==> src/rtl/boron_pkg.sv <==
// Boron-64 shared definitions: S-box, rotation amounts, FSM states.
// Imported by the encryption core and its datapath helpers.
package boron_pkg;

  localparam int ROUNDS_DEFAULT = 25;
  localparam int ROT_W0 = 1;
  localparam int ROT_W1 = 4;
  localparam int ROT_W2 = 7;
  localparam int ROT_W3 = 9;
  localparam int KEY_ROT = 13;

  typedef enum logic [1:0] {
    IDLE,
    RUN,
    DONE
  } state_e;

  function automatic logic [3:0] sbox(input logic [3:0] x);
    logic [3:0] y;
    unique case (x)
      4'h0: y = 4'hE;
      4'h1: y = 4'h4;
      4'h2: y = 4'hB;
      4'h3: y = 4'h1;
      4'h4: y = 4'h7;
      4'h5: y = 4'h9;
      4'h6: y = 4'hC;
      4'h7: y = 4'hA;
      4'h8: y = 4'hD;
      4'h9: y = 4'h2;
      4'hA: y = 4'h0;
      4'hB: y = 4'hF;
      4'hC: y = 4'h8;
      4'hD: y = 4'h5;
      4'hE: y = 4'h3;
      default: y = 4'h6;
    endcase
    return y;
  endfunction

  function automatic logic [15:0] rotl16(
    input logic [15:0] w,
    input int unsigned n
  );
    return (w << n) | (w >> (16 - n));
  endfunction

endpackage

==> src/rtl/block_shuffle_encryption.sv <==
// Boron block shuffle: swaps the two bytes of every 16-bit word.
// Purely combinational, 64 bits in and out.
module block_shuffle_encryption (
  input  logic [63:0] d_i,
  output logic [63:0] d_o
);

  for (genvar i = 0; i < 4; i++) begin : g_word
    assign d_o[16*i +: 16] = {d_i[16*i +: 8], d_i[16*i+8 +: 8]};
  end

endmodule

==> src/rtl/boron_encrypt_core.sv <==
// Iterative Boron-64 encryption core, one round per clock.
// Valid/ready on both sides, one block in flight at a time.
module boron_encrypt_core
  import boron_pkg::*;
#(
  parameter int ROUNDS = ROUNDS_DEFAULT
) (
  input  logic        clk_i,
  input  logic        rst_ni,
  input  logic        valid_i,
  output logic        ready_o,
  input  logic [63:0] data_i,
  input  logic [79:0] key_i,
  output logic        valid_o,
  input  logic        ready_i,
  output logic [63:0] data_o
);

  localparam logic [4:0] RC_LAST = 5'(ROUNDS);

  state_e      state_q, state_d;
  logic [63:0] s_q, s_d;
  logic [79:0] k_q, k_d;
  logic [4:0]  rc_q, rc_d;
  logic        valid_q, valid_d;
  logic [63:0] data_q, data_d;

  logic [63:0] x;
  logic [63:0] sb;
  logic [63:0] sh;
  logic [63:0] round_out;
  logic [79:0] k_rot;
  logic [79:0] k_nxt;
  logic [15:0] w0, w1, w2, w3;

  always_comb begin
    x = s_q ^ k_q[63:0];
    sb = '0;
    for (int i = 0; i < 16; i++) begin
      sb[4*i +: 4] = sbox(x[4*i +: 4]);
    end
  end

  block_shuffle_encryption u_shuffle (
    .d_i (sb),
    .d_o (sh)
  );

  // Each XOR uses the word updated just before it.
  always_comb begin
    w0 = rotl16(sh[15:0],  ROT_W0);
    w1 = rotl16(sh[31:16], ROT_W1);
    w2 = rotl16(sh[47:32], ROT_W2);
    w3 = rotl16(sh[63:48], ROT_W3);
    w1 = w1 ^ w0;
    w2 = w2 ^ w1;
    w3 = w3 ^ w2;
    w0 = w0 ^ w3;
    round_out = {w3, w2, w1, w0};
  end

  always_comb begin
    k_rot = (k_q << KEY_ROT) | (k_q >> (80 - KEY_ROT));
    k_nxt = k_rot;
    k_nxt[3:0] = sbox(k_rot[3:0]);
    k_nxt[63:59] = k_rot[63:59] ^ rc_q;
  end

  always_comb begin
    state_d = state_q;
    s_d     = s_q;
    k_d     = k_q;
    rc_d    = rc_q;
    valid_d = valid_q;
    data_d  = data_q;
    unique case (state_q)
      IDLE: begin
        if (valid_i) begin
          s_d     = data_i;
          k_d     = key_i;
          rc_d    = 5'd1;
          state_d = RUN;
        end
      end
      RUN: begin
        if (rc_q == RC_LAST) begin
          data_d  = round_out ^ k_nxt[63:0];
          valid_d = 1'b1;
          rc_d    = 5'd0;
          state_d = DONE;
        end else begin
          s_d  = round_out;
          k_d  = k_nxt;
          rc_d = rc_q + 5'd1;
        end
      end
      DONE: begin
        if (ready_i) begin
          valid_d = 1'b0;
          state_d = IDLE;
        end
      end
      default: state_d = IDLE;
    endcase
  end

  always_ff @(posedge clk_i or negedge rst_ni) begin
    if (!rst_ni) begin
      state_q <= IDLE;
      s_q     <= '0;
      k_q     <= '0;
      rc_q    <= '0;
      valid_q <= 1'b0;
      data_q  <= '0;
    end else begin
      state_q <= state_d;
      s_q     <= s_d;
      k_q     <= k_d;
      rc_q    <= rc_d;
      valid_q <= valid_d;
      data_q  <= data_d;
    end
  end

  assign ready_o = (state_q == IDLE);
  assign valid_o = valid_q;
  assign data_o  = data_q;

endmodule
==> config.mk <==
export PLATFORM = sky130hd
export DESIGN_NAME = boron_encrypt_core
export DESIGN_NICKNAME = d
export VERILOG_FILES = /design/src/rtl/boron_pkg.sv /design/src/rtl/block_shuffle_encryption.sv /design/src/rtl/boron_encrypt_core.sv
export SDC_FILE = /design/constraint.sdc
export NUM_CORES = 1
export LEC_CHECK = 0
export ABC_CLOCK_PERIOD_IN_PS = 2900
export CELL_PAD_IN_SITES_DETAIL_PLACEMENT = 1
export CELL_PAD_IN_SITES_GLOBAL_PLACEMENT = 1
export CORE_ASPECT_RATIO = 0.7
export CORE_MARGIN = 3
export CORE_UTILIZATION = 42
export CTS_CLUSTER_DIAMETER = 50
export DETAILED_ROUTE_END_ITERATION = 16
export PLACE_DENSITY = 0.82
export SLEW_MARGIN = 25
export SYNTH_ARGS = -nofsm -noshare
export SYNTH_HDL_FRONTEND = slang
export SYNTH_SLANG_ARGS = --single-unit
==> constraint.sdc <==
create_clock -name clk_i -period 2.9 [get_ports clk_i]
set_input_delay 0.435 -clock clk_i [delete_from_list [all_inputs] [get_ports clk_i]]
set_output_delay 0.435 -clock clk_i [all_outputs]
set_load 0.005 [all_outputs]
==> metrics.cfg <==
[critical_path]
cp-start-kind = flip-flop
critPathBufInv = 1
cp_common_cell = xnor2_2
arrival_ps = 3270
crit_slowest_cell = mux4_2
cpLargestDelayFamily = XOR/XNOR gates
crit_required_ps = 3330
path_class = flip-flop to flip-flop
cp_max_fo = 4
slowest_delay_ps = 540
worst_setup_path_end_kind = flip-flop
cp_cell_sequence = xor2_1, inv_1, ha_1, mux4_2, xnor2_2, xnor2_2, xnor2_1, o21ai_1

[layout]
multi_input_area_um2 = 8300
regArea_um2 = 5410
mostFrequentLayoutCells = nand2_1, dfrtp_1, clkdlybuf4s50_1
drive_gt1_share_pct = 14.6
nets = 1936
area_growth_pct = 29.5
fillers = 3685
final_common_cell = nand2_1
diodes = 0

[logic_synthesis]
syn_nets = 1695
syn_avg_cell_area_um2 = 9.25
yosysSeqAreaShare_pct = 38.4
synth_cells = 1521
synthArstFlopShare_pct = 100
syn_area_um2 = 14100
synth_seq_cells = 216
ys.flop_type = dfrtp_1
yosysWarnings = 0
synth_edf_count = 0
synth_cell_types = 56

[floorplanning]
num_io_pins = 214
core-area_um2 = 32700
start_util_pct = 43.0
die_w_um = 225
std_cell_rows = 55
die-height_um = 159
die_area_um2 = 35800

[global_routing]
met2_usage_pct = 47.3
globalRoute.busiestLayer = met2
grt_pass1_wl_um = 82700
grt_max_degree = 118
first_global_vias = 13200
antenna_found_initial = 3
grt-ovfl-total = 0
use_met3_pct = 7.21
met1_usage_pct = 41.3
grt_usage_pct = 30.4

[timing]
hold_viol_final = 0
drv_slew = 0
worstMarginPinSlew_ps = 812
fmax_mhz = 351
period_needed_ps = 2850
setup-violations-final = 0
timing.final.crit_share_pct = 98.1
slew_headroom_pct = 45.9
clock_skew_ps = 15.0
setup_tns_ps = 0

[clock_tree]
cts_tree = built
clock_latency_ps = 550
numCtsBuffers = 25
cts.path.max_buffers = 3
clock-sinks = 216
htreeDepth = 1
cts_root_buf = clkbuf_16
path_clk_slew_ps = 70

[route]
wl_um = 55500
first_pass_iters = 5
detail-route-antenna-nets = 0
drt_iter0_drc = 933
wl_per_cell_um = 25.2
routed-via-count = 12400
avgViaCountPerCell = 5.64
remaining_drc_errors = 0

[placed_design]
hpwlAfterDp_um = 41800
place_congestion = 0.868
port_buffers = 213

[run_status]
outcome = finished, final reports clean

[job]
drv_cap = 0

[worst_hold_path]
hold_class = primary input to flip-flop

==> repair_timing <==
action                                  4_1_cts  5_1_grt
hold buffers                                  1        0
gates resized for setup                       1       13
cloned                                        0        0
buffers inserted                              0        0
endpoints found under the setup margin        3       20
hold endpoints to repair                     83        0
==> final cells by class <==
type                            instances  area share [%]
Inverter                               43           0.913
Tap cell                              427            2.93
Clock buffer                           33            3.87
Sequential cell                       216            29.7
Timing Repair Buffer                  305            16.3
Clock inverter                         11           0.776
Multi-Input combinational cell       1171            45.5
==> state kept, by name (all words and copies together) (netlist names) <==
| register | count |
|---|---|
| s_q | 64 |
| rc_q | 5 |
| state_q | 2 |
| data_o | 64 |
| valid_o | 1 |
| k_q | 80 |
==> path summary, 6_finish.rpt <==
check | slack (ps) | endpoint | from | depth (start not counted)
worst max register to register | 50 | data_o[63] | k_q[16] | 8
worst min register to register | 490 | data_o[29] | data_o[29] | 2
max in group asynchronous | 1610 | k_q[43] | rst_ni | 3
worst max-delay path | 50 | data_o[63] | k_q[16] | 8
min in group asynchronous | 510 | data_o[29] | rst_ni | 2
worst min-delay path | 460 | k_q[70] | key_i[70] | 3
==> stage by stage <==
| step | worst slack [ps] | std cells | util, % | hold slack (ps) | instance area, um^2 |
|---|---|---|---|---|---|
| after floorplan | 411 | 1521 | - | 139 | 14100 |
| after global placement | 129 | 2161 | 52.8 | 468 | 17200 |
| after detailed placement | 33.2 | 2161 | 52.8 | 476 | 17200 |
| after CTS | 22.5 | 2206 | 55.4 | 438 | 18100 |
| after global routing | -29.2 | 2206 | 55.7 | 466 | 18200 |
| final | 54.3 | 2206 | 55.7 | 456 | 18200 |
==> cells by family after synthesis <==
kind of cell	Yosys count	synth area share [%]
compound gates	307	12.4
xor+xnor	280	21.0
fa+ha+maj	26	2.31
buf+inv	134	3.63
flops	216	38.4
mux	112	9.81
simple gates	446	12.4
==> synthesized netlist by cell type, types with 9 or more instances <==
cell type | instances | share of area (%)
xnor2_2 | 40 | 4.6
and3_1 | 9 | 0.40
inv_1 | 42 | 1.1
xor2_2 | 9 | 1.0
o21ai_0 | 103 | 3.7
a31oi_1 | 71 | 3.2
nor2_1 | 143 | 3.8
a21oi_1 | 58 | 2.1
dfrtp_1 | 216 | 38
xor2_1 | 55 | 3.4
mux4_2 | 12 | 1.9
clkbuf_1 | 81 | 2.2
o21ai_1 | 46 | 1.6
mux2i_1 | 63 | 4.5
mux2_2 | 26 | 2.1
xnor2_1 | 168 | 10
ha_1 | 26 | 2.3
nand2_1 | 271 | 7.2
==> layer usage <==
| metal | share of wire (%) | routed length [um] |
|---|---|---|
| met5 | 0.074 | 41 |
| met4 | 4.2 | 2310 |
| met3 | 7.5 | 4140 |
| met2 | 45 | 25100 |
| met1 | 43 | 23900 |
==> worst reg2reg max path: cells and delay by family, from the launching register on <==
family	cells	cell delay [ps]
XOR/XNOR	4	1240
adder cells (fa/ha/maj)	1	350
flip-flops	1	430
AO/OA/AOI/OAI	1	70
buffers and inverters	1	100
multiplexers	1	540
Power is not shown: default switching activity piles up to over one toggle a cycle in this logic, so the estimate is an artifact.
